$ cat config.mk
export PLATFORM = sky130hd
export DESIGN_NAME = ps2_key_decoder
export DESIGN_NICKNAME = d
export VERILOG_FILES = /design/src/rtl/tetris_pkg.sv /design/src/rtl/ps2_rx.sv /design/src/rtl/ps2_key_decoder.sv
export SDC_FILE = /design/constraint.sdc
export NUM_CORES = 1
export LEC_CHECK = 0
export CAP_MARGIN = 10
export CORE_ASPECT_RATIO = 1.4
export CORE_MARGIN = 1.5
export CORE_UTILIZATION = 55
export CTS_CLUSTER_DIAMETER = 100
export DETAILED_ROUTE_END_ITERATION = 7
export PLACE_DENSITY_LB_ADDON = 0.1
export REMOVE_ABC_BUFFERS = 1
export SYNTH_ARGS = -nofsm -noshare
export SYNTH_HDL_FRONTEND = slang
export SYNTH_SLANG_ARGS = --single-unit
$ cat constraint.sdc
create_clock -name clock -period 4.9 [get_ports clock]
set_input_delay 0.49 -clock clock [delete_from_list [all_inputs] [get_ports clock]]
set_output_delay 0.49 -clock clock [all_outputs]
set_load 0.1 [all_outputs]
$ cat src/rtl/tetris_pkg.sv
// Shared PS/2 scancode constants, key indices and state types for the Tetris input path.
// Pure declarations: no latency, no backpressure.
package tetris_pkg;

   localparam logic [7:0] SC_E0    = 8'hE0;
   localparam logic [7:0] SC_F0    = 8'hF0;
   localparam logic [7:0] SC_LEFT  = 8'h6B;
   localparam logic [7:0] SC_RIGHT = 8'h74;
   localparam logic [7:0] SC_DOWN  = 8'h72;
   localparam logic [7:0] SC_UP    = 8'h75;
   localparam logic [7:0] SC_SPACE = 8'h29;
   localparam logic [7:0] SC_R     = 8'h2D;

   localparam int KEY_LEFT    = 0;
   localparam int KEY_RIGHT   = 1;
   localparam int KEY_DOWN    = 2;
   localparam int KEY_ROTATE  = 3;
   localparam int KEY_DROP    = 4;
   localparam int KEY_RESTART = 5;
   localparam int NUM_KEYS    = 6;

   typedef enum logic [1:0] {RX_IDLE, RX_DATA, RX_PARITY, RX_STOP} rx_state_t;
   typedef enum logic [1:0] {DEC_WAIT, DEC_E0, DEC_F0, DEC_E0F0} dec_state_t;

   typedef struct packed {
      logic       ext;
      logic       brk;
      logic [7:0] code;
   } sc_entry_t;

   // One-hot key hit; arrows only count with the E0 prefix, space/R only without it.
   function automatic logic [NUM_KEYS-1:0] key_match(input logic ext, input logic [7:0] code);
      key_match = '0;
      if (ext) begin
         case (code)
            SC_LEFT:  key_match[KEY_LEFT]   = 1'b1;
            SC_RIGHT: key_match[KEY_RIGHT]  = 1'b1;
            SC_DOWN:  key_match[KEY_DOWN]   = 1'b1;
            SC_UP:    key_match[KEY_ROTATE] = 1'b1;
            default:  key_match = '0;
         endcase
      end else begin
         case (code)
            SC_SPACE: key_match[KEY_DROP]    = 1'b1;
            SC_R:     key_match[KEY_RESTART] = 1'b1;
            default:  key_match = '0;
         endcase
      end
   endfunction

endpackage

$ cat src/rtl/ps2_rx.sv
// PS/2 receiver: pin synchronisers, falling-edge detect, 11-bit deframer with odd parity check.
// rx_valid/rx_err one cycle after the stop edge; no backpressure; PS2_WATCHDOG_EN adds a stall abort.
module ps2_rx
   import tetris_pkg::*;
#(
   parameter int SYNC_STAGES = 2
`ifdef PS2_WATCHDOG_EN
   ,
   parameter int TIMEOUT_CYC = 50000
`endif
) (
   input  logic       clock,
   input  logic       reset,
   input  logic       ps2_clk,
   input  logic       ps2_data,
   output logic [7:0] rx_byte,
   output logic       rx_valid,
   output logic       rx_err,
   output logic       rx_abort
);

   logic [SYNC_STAGES-1:0] clk_sync;
   logic [SYNC_STAGES-1:0] data_sync;
   logic                   clk_prev;
   logic                   fall;
   logic                   bit_in;
   logic                   wd_expire;

   rx_state_t  state;
   logic [2:0] bit_cnt;
   logic [7:0] shift;
   logic       par;

   // Idle-high reset values keep a released bus from looking like a falling edge.
   always_ff @(posedge clock or negedge reset) begin
      if (!reset) begin
         clk_sync  <= '1;
         data_sync <= '1;
         clk_prev  <= 1'b1;
      end else begin
         clk_sync  <= {clk_sync[SYNC_STAGES-2:0], ps2_clk};
         data_sync <= {data_sync[SYNC_STAGES-2:0], ps2_data};
         clk_prev  <= clk_sync[SYNC_STAGES-1];
      end
   end

   assign fall   = clk_prev & ~clk_sync[SYNC_STAGES-1];
   assign bit_in = data_sync[SYNC_STAGES-1];

`ifdef PS2_WATCHDOG_EN
   localparam int WD_W = $clog2(TIMEOUT_CYC);
   localparam logic [WD_W-1:0] WD_LAST = WD_W'(TIMEOUT_CYC - 1);
   logic [WD_W-1:0] wd_cnt;

   always_ff @(posedge clock or negedge reset) begin
      if (!reset)
         wd_cnt <= '0;
      else if (fall || state == RX_IDLE || wd_expire)
         wd_cnt <= '0;
      else
         wd_cnt <= wd_cnt + 1'b1;
   end

   assign wd_expire = (state != RX_IDLE) && !fall && (wd_cnt == WD_LAST);
`else
   assign wd_expire = 1'b0;
`endif

   always_ff @(posedge clock or negedge reset) begin
      if (!reset) begin
         state    <= RX_IDLE;
         bit_cnt  <= '0;
         shift    <= '0;
         par      <= 1'b0;
         rx_valid <= 1'b0;
         rx_err   <= 1'b0;
         rx_abort <= 1'b0;
      end else begin
         rx_valid <= 1'b0;
         rx_err   <= 1'b0;
         rx_abort <= 1'b0;
         if (fall) begin
            case (state)
               RX_IDLE: begin
                  if (!bit_in) begin
                     state   <= RX_DATA;
                     bit_cnt <= '0;
                  end
               end
               RX_DATA: begin
                  shift   <= {bit_in, shift[7:1]};
                  bit_cnt <= bit_cnt + 1'b1;
                  if (bit_cnt == 3'd7)
                     state <= RX_PARITY;
               end
               RX_PARITY: begin
                  par   <= bit_in;
                  state <= RX_STOP;
               end
               RX_STOP: begin
                  state <= RX_IDLE;
                  if (bit_in && (^{shift, par}))
                     rx_valid <= 1'b1;
                  else
                     rx_err <= 1'b1;
               end
               default: state <= RX_IDLE;
            endcase
         end else if (wd_expire) begin
            state    <= RX_IDLE;
            rx_err   <= 1'b1;
            rx_abort <= 1'b1;
         end
      end
   end

   assign rx_byte = shift;

endmodule

$ cat src/rtl/ps2_key_decoder.sv
// PS/2 keyboard front end: make/break/E0 decode, 3-entry scancode history, Tetris move pulses and held flags.
// Key pulse 2 cycles after the stop-edge detect; no backpressure; PS2_WATCHDOG_EN enables the stall watchdog.
module ps2_key_decoder
   import tetris_pkg::*;
#(
   parameter int SYNC_STAGES = 2,
   parameter int TIMEOUT_CYC = 50000
) (
   input  logic                clock,
   input  logic                reset,
   input  logic                ps2_clk,
   input  logic                ps2_data,
   output logic [29:0]         scancode,
   output logic                key_left,
   output logic                key_right,
   output logic                key_down,
   output logic                key_rotate,
   output logic                key_drop,
   output logic                key_restart,
   output logic [NUM_KEYS-1:0] key_held,
   output logic                frame_err
);

   if (SYNC_STAGES < 2 || TIMEOUT_CYC < 2) begin : g_param_check
      $error("ps2_key_decoder: SYNC_STAGES and TIMEOUT_CYC must both be >= 2");
   end

   logic [7:0] rx_byte;
   logic       rx_valid;
   logic       rx_err;
   logic       rx_abort;

   ps2_rx #(
      .SYNC_STAGES(SYNC_STAGES)
`ifdef PS2_WATCHDOG_EN
      ,
      .TIMEOUT_CYC(TIMEOUT_CYC)
`endif
   ) u_rx (
      .clock    (clock),
      .reset    (reset),
      .ps2_clk  (ps2_clk),
      .ps2_data (ps2_data),
      .rx_byte  (rx_byte),
      .rx_valid (rx_valid),
      .rx_err   (rx_err),
      .rx_abort (rx_abort)
   );

   dec_state_t          state;
   logic [NUM_KEYS-1:0] key_pulse;
   logic                cur_ext;
   logic                cur_brk;
   logic [NUM_KEYS-1:0] hit;
   sc_entry_t           entry;

   assign cur_ext = (state == DEC_E0) || (state == DEC_E0F0);
   assign cur_brk = (state == DEC_F0) || (state == DEC_E0F0);
   assign hit     = key_match(cur_ext, rx_byte);
   assign entry   = '{ext: cur_ext, brk: cur_brk, code: rx_byte};

   // E0 and F0 accumulate in either order; a repeat of a prefix already seen changes nothing.
   always_ff @(posedge clock or negedge reset) begin
      if (!reset) begin
         state     <= DEC_WAIT;
         scancode  <= '0;
         key_pulse <= '0;
         key_held  <= '0;
      end else begin
         key_pulse <= '0;
         if (rx_abort) begin
            state <= DEC_WAIT;
         end else if (rx_valid) begin
            if (rx_byte == SC_E0) begin
               state <= cur_brk ? DEC_E0F0 : DEC_E0;
            end else if (rx_byte == SC_F0) begin
               state <= cur_ext ? DEC_E0F0 : DEC_F0;
            end else begin
               state    <= DEC_WAIT;
               scancode <= {scancode[19:0], entry};
               if (cur_brk) begin
                  key_held <= key_held & ~hit;
               end else begin
                  key_pulse <= hit;
                  key_held  <= key_held | hit;
               end
            end
         end
      end
   end

   assign key_left    = key_pulse[KEY_LEFT];
   assign key_right   = key_pulse[KEY_RIGHT];
   assign key_down    = key_pulse[KEY_DOWN];
   assign key_rotate  = key_pulse[KEY_ROTATE];
   assign key_drop    = key_pulse[KEY_DROP];
   assign key_restart = key_pulse[KEY_RESTART];
   assign frame_err   = rx_err;

endmodule
After elaboration in Yosys (flattened, before gate mapping)
Cells that the tools add are included.
{ "word_totals": {"register_bits": 65, "output_inout_bits": 43, "inputBits": 4, "wordCells": 77} }
{ "op_classes": {"addsub": 1, "reduce_logical": 11, "bitwise": 7, "muxes": 28, "eq_ne": 17} }
{ "op_table": {"columns": ["op", "count"], "rows": [
  ["$mux W6", 6],
  ["$eq A8 B7 Y1 const B", 4],
  ["$eq A8 B6 Y1 const B", 2],
  ["$eq A8 B8 Y1 const B", 2],
  ["$mux W1", 13],
  ["$mux W2", 6],
  ["$reduce_and A3 Y1", 3],
  ["$reduce_xor A9 Y1", 1],
  ["$eq A2 B2 Y1 const B", 4],
  ["$pmux W2 S4", 1],
  ["$and A6 B6 Y6", 1],
  ["$not A6 Y6", 1],
  ["$or A6 B6 Y6", 1],
  ["$pmux W3 S2", 1],
  ["$eq A2 B1 Y1 const B", 2],
  ["$reduce_and A2 Y1", 2],
  ["$add A3 B1 Y3 const B", 1],
  ["$eq A3 B3 Y1 const B", 1],
  ["$mux W3", 1],
  ["$not A1 Y1", 3],
  ["$logic_not A2 Y1", 1],
  ["$logic_or A1 B1 Y1", 2],
  ["$ne A2 B1 Y1 const B", 1],
  ["$ne A2 B2 Y1 const B", 1],
  ["other kinds (3)", 3]
]} }

Longest topological paths before layout
{ "logic_depth": {"word_depth": 7, "ltp_mapped": 6, "depth_no_buf": 5} }

By module
A second synthesis with hierarchy kept.
{ "unflattened": {"hier_cells": 194, "area_unflattened_um2": 2717.6} }
{ "by_module_without_submodules": {"columns": ["module", "seq_area_each_um2", "cells_per_inst", "area_per_inst_um2", "n_inst"], "rows": [
  ["ps2_key_decoder", 1101.1, 129, 1788.0, 1],
  ["ps2_rx", 531.8, 65, 929.6, 1]
]} }

Worst setup path before layout
OpenSTA, ideal clock, no wires.
{ "synth_timing": {"path_kind": "reg2reg", "startpoint": "register u_rx.shift[0] (netlist: u_rx.rx_byte[0])", "endpoint": "register scancode[10]", "setup_time_ns": 0.126, "setup_slack_ns": 2.879, "t_arrival_ns": 1.896, "n_path_buf": 2, "required_ns": 4.774, "path_stages_with_launch": 6, "synth_period_minus_slack_ns": 2.021, "cell_sequence": "dfrtp_1 > buf_6 > or4b_4 > o31ai_4 > buf_6 > mux2_2"} }
{ "synth_between": {"elab_chain_cells": 3, "word_cells_on_any_way": 5, "classes_between": "2 x eq/ne; 2 x bitwise; 1 x reduce/logical"} }
{ "synth_rtl": {"columns": ["item", "line", "rtl"], "rows": [
  ["start, declared", "ps2_rx.sv:31", "logic [7:0] shift;"],
  ["start signal, assigned", "ps2_rx.sv:91", "shift <= {bit_in, shift[7:1]};"],
  ["$eq A8 B8 Y1, on equally long branches", "ps2_key_decoder.sv:76, ps2_key_decoder.sv:74", null],
  ["$not A1 Y1 (no line)", null, null],
  ["$reduce_and A3 Y1 (no line) (*)", null, null],
  ["end signal, assigned", "ps2_key_decoder.sv:80", "scancode <= {scancode[19:0], entry};"],
  ["end, declared", "ps2_key_decoder.sv:13", "output logic [29:0] scancode,"]
]} }
Every way passes the cells marked *; elsewhere a longest branch is shown, timed or not.
A chain may end at the register's enable or synchronous reset.

Worst setup path in the final report
{ "layout_timing": {"startpoint": "register scancode[9]", "endpoint": "output port scancode[9]"} }
No word-level cell between the ends.

==> run_results.csv <==
group,metric,value,unit
outcome,status,"finished, final reports clean",
place,gp_congestion,0.767,
timing,min_period,2.35,ns
setup_path,cp.depth,1,
synthesis,yosys.area.top_type,"sky130_fd_sc_hd__dfrtp_1",
synthesis,synth.yosys.seq_area_share,60.6,%
setup_path,critical_path_buf_inv_count,1,
setup_path,crit_type,"flop to output pin",
place,placement.cell_area,3180,µm²
place,buffer_ports.inserted,46,
cells_and_area,post-route-util,71.2,%
setup_path,crit_chain,"clkdlybuf4s50_1",
route,drc_errors,0,
setup_path,critical_path.max_fanout,3,
synthesis,synth_cells,203,
setup_path,worst-endpoint-required,4.41,ns
synthesis,synth_top_area_share,55.7,%
synthesis,ys_seq_elements,65,
global_routing,first_global_vias,1572,
timing,unrepaired_setup_endpoints_after_global_routing,"false",
cells_and_area,design.final.nets,265,
route,detail_route.wirelength,4320,µm
min_path,hold_class,"input port to asynchronous set/reset pin",
timing,final_hold_viol_count,0,
place,dp.cells,307,
timing,finalSetupViolCount,0,
clock_network,clock_latency,0.34,ns
synthesis,synth_async_sr_flop_share,100,%
global_routing,grt_pass1_wl,7510,µm
clock_network,tritoncts,"yes",
synthesis,synth_top_flop_cell,"sky130_fd_sc_hd__dfrtp_1",
synthesis,synthTopCellsByCount,"sky130_fd_sc_hd__dfrtp_1, sky130_fd_sc_hd__mux2_2, sky130_fd_sc_hd__nand2_1",
synthesis,most_frequent_cell_after_synthesis,"sky130_fd_sc_hd__dfrtp_1",
synthesis,number_of_unique_standard_cell_types_used_by_synthesis,31,
power,cellInternalPower,1.11,mW
place,place.detailed.hpwl,2850,µm
global_routing,total_global_routing_track_utilization,18.7,%
clock_network,cts_inserted_buffers,9,
power,power.clock.fraction,28.2,%
clock_network,postCtsResizedCells,0,
clock_network,numClockSinks,65,
setup_path,critical_path.slowest_cell,"sky130_fd_sc_hd__clkdlybuf4s50_1",
setup_path,critical_path.endpoint_type,"output pin",
power,flop_pwr_share,41.7,%
power,static-leakage-power,1.61,nW
route,drt-initial-drc-count,51,
timing,slew_viol_final,0,
die,design.portCount,47,
global_routing,antenna_found_initial,0,
timing,skew,0.00784,ns
route,routed_wire_length_per_instance,13.4,µm
synthesis,synth_top_cells_by_area,"sky130_fd_sc_hd__dfrtp_1, sky130_fd_sc_hd__mux2_2, sky130_fd_sc_hd__dfstp_2",
die,dieHeight,85.8,µm
power,power.density_cell_area,505,nW/µm²
setup_path,critical-path-max-stage-delay,1.15,ns
clock_network,cts_hold_buffers,0,
timing,timing.final.crit_share,48.0,%
setup_path,ff2ff_path_depth,4,
setup_path,setup.worst_path.start_class,"flop",
setup_path,critical-path-top-delay-family,"buffers and inverters",
timing,max_freq,425,MHz
timing,timing.max_slew.rel_slack,34.2,%
power,combinationalPowerShare,30.2,%
cells_and_area,drive_gt1_share,22.8,%
cells_and_area,antenna_cells,0,
die,fp.dieW,62.2,µm
cells_and_area,area_growth_syn_to_layout,26.0,%
cells_and_area,layout.cells.non_filler,323,
clock_network,cts_buffer_depth,2,
power,design_power_total,1.71,mW
setup_path,slack_of_the_worst_reg_to_reg_path,2.75,ns
cells_and_area,layout.cell_area.non_filler,3390,µm²
timing,totalNegativeSetupSlack,0,ns
synthesis,yosys_warns,0,
global_routing,global_route_congestion_overflow_total,0,
global_routing,maximum_number_of_pins_on_one_net_before_global_route_repair,66,
power,switchingPower,606,µW
setup_path,worst_ep_arrival_time,1.86,ns
synthesis,mapped_cell_area,2700,µm²
clock_network,clock_tree.root_cell,"sky130_fd_sc_hd__clkbuf_8",
synthesis,synth_enable_flop_cells,0,
route,1st_pass_router_iterations,4,
clock_network,clock_tree.htree_level_count,3,
power,worst_ir_drop_vdd,348,µV
route,antenna_violating_nets_post_route,0,
die,design.die.area,5330,µm²
setup_path,r2r_start,"u_rx.rx_byte[2]$_DFFE_PN0P_",
power,power.switching_fraction,35.4,%
clock_network,post-cts-setup-buffers,0,
timing,worst_pin_slew,0.983,ns
die,num_rows,30,
die,floorplan.initialDensity,56.5,%
route,vias_per_cell,5.04,
synthesis,syn_area_per_cell,13.3,µm²
route,vias,1629,
run,max_cap_violations,0,
die,core_area,4770,µm²
clock_network,worst_setup_hold_path_clk_slew,0.07,ns
setup_path,timing.rr.end,"scancode[16]$_DFFE_PN0P_",
[worst max-delay path by stage]
stage / from / to / slack [ns]
2_1_floorplan: u_rx.rx_byte[0]$_DFFE_PN0P_ / scancode[10]$_DFFE_PN0P_ / 2.48
3_3_place_gp: u_rx.rx_byte[0]$_DFFE_PN0P_ / scancode[17]$_DFFE_PN0P_ / 2.78
3_5_place_dp: u_rx.rx_byte[0]$_DFFE_PN0P_ / scancode[21]$_DFFE_PN0P_ / 2.74
4_1_cts: scancode[9]$_DFFE_PN0P_ / scancode[9] / 2.51
5_1_grt: scancode[9]$_DFFE_PN0P_ / scancode[9] / 2.48
6_report: scancode[9]$_DFFE_PN0P_ / scancode[9] / 2.55
[registers in the layout, summed over array words and instances, names as in the netlist, named ones only]
| register | cells |
|---|---|
| state | 2 |
| u_rx.rx_valid | 1 |
| u_rx.data_sync | 2 |
| u_rx.par | 1 |
| u_rx.rx_err | 1 |
| u_rx.clk_sync | 2 |
| u_rx.bit_cnt | 3 |
| scancode | 30 |
| u_rx.rx_byte | 8 |
| key_pulse | 6 |
| u_rx.state | 2 |
| u_rx.clk_prev | 1 |
[stage by stage]
stage | setup WS (ns) | hold WS [ns]
finish | 2.55 | 0.305
global route | 2.48 | 0.356
CTS | 2.51 | 0.333
detailed placement | 2.74 | 0.350
global placement | 2.78 | 0.347
floorplan | 2.48 | 0.194
[metal layers]
layer | vias to the layer above | wire length, µm | part of all wire [%] | global-route usage, %
met4 | 0 | 126 | 2.9 | 11.5
met5 | - | 0 | 0 | 0
met1 | 795 | 1920 | 45 | 22.3
met3 | 10 | 162 | 3.8 | 5.77
met2 | 34 | 2100 | 49 | 29.8
li1 | 790 | - | - | -
[power groups by stage]
stage / clock [mW] / combinational [mW] / sequential [mW]
after floorplan: 0 / 0.247 / 0.872
after global placement: 0 / 0.511 / 0.721
after detailed placement: 0 / 0.521 / 0.724
after CTS: 0.495 / 0.521 / 0.715
after global routing: 0.519 / 0.558 / 0.731
final: 0.483 / 0.517 / 0.714
[logic make-up (layout without fill, tap and decap cells)]
| group | after synthesis | count (layout) | share of synthesized area [%] |
|---|---|---|---|
| mux | 39 | 39 | 16.0 |
| simple gates | 53 | 53 | 9.80 |
| buf+inv | 19 | 75 | 3.85 |
| flops | 65 | 65 | 60.6 |
| compound gates | 15 | 15 | 3.85 |
| fa+ha+maj | 7 | 7 | 3.25 |
| xor+xnor | 5 | 5 | 2.65 |
[layout by cell type, fill, tap and decap left out, types with 2 or more instances in the layout]
master	Yosys	final
sky130_fd_sc_hd__dfrtp_1	60	60
sky130_fd_sc_hd__clkdlybuf4s50_1	0	45
sky130_fd_sc_hd__mux2_2	33	33
sky130_fd_sc_hd__nand2_1	24	24
sky130_fd_sc_hd__inv_1	11	11
sky130_fd_sc_hd__clkbuf_8	0	9
sky130_fd_sc_hd__o21ai_0	8	8
sky130_fd_sc_hd__nor3_1	7	7
sky130_fd_sc_hd__nor2_1	7	7
sky130_fd_sc_hd__ha_1	7	7
sky130_fd_sc_hd__mux2i_1	6	6
sky130_fd_sc_hd__dfstp_2	5	5
sky130_fd_sc_hd__and4b_1	2	2
sky130_fd_sc_hd__nand2b_1	2	2
sky130_fd_sc_hd__nor4_1	2	2
sky130_fd_sc_hd__nor2b_1	2	2
sky130_fd_sc_hd__xnor3_1	2	2
sky130_fd_sc_hd__or2_2	2	2
sky130_fd_sc_hd__xnor2_1	2	2
sky130_fd_sc_hd__a21oi_1	2	2
sky130_fd_sc_hd__a22o_1	2	2
sky130_fd_sc_hd__clkbuf_1	2	2
sky130_fd_sc_hd__bufinv_16	0	2
sky130_fd_sc_hd__clkinvlp_4	0	2
sky130_fd_sc_hd__buf_4	0	2
[worst register-to-register path, stage by stage (launching register included)]
cell                      delay (ns)
sky130_fd_sc_hd__dfrtp_1        0.47
sky130_fd_sc_hd__or4b_4         0.56
sky130_fd_sc_hd__o31ai_4        0.21
sky130_fd_sc_hd__buf_4          0.39
sky130_fd_sc_hd__mux2_2         0.40
[final cells by class]
cell class                 count  area (µm²)
sequential                    65        1630
fill                         360        1370
multi-input combinational    119         958
timing repair buffer          48         470
clock buffer                  11         131
clock inverter                 5        80.1
tap                           64        80.1
inverter                      11        41.3
Power figures use the tool's default switching activity.
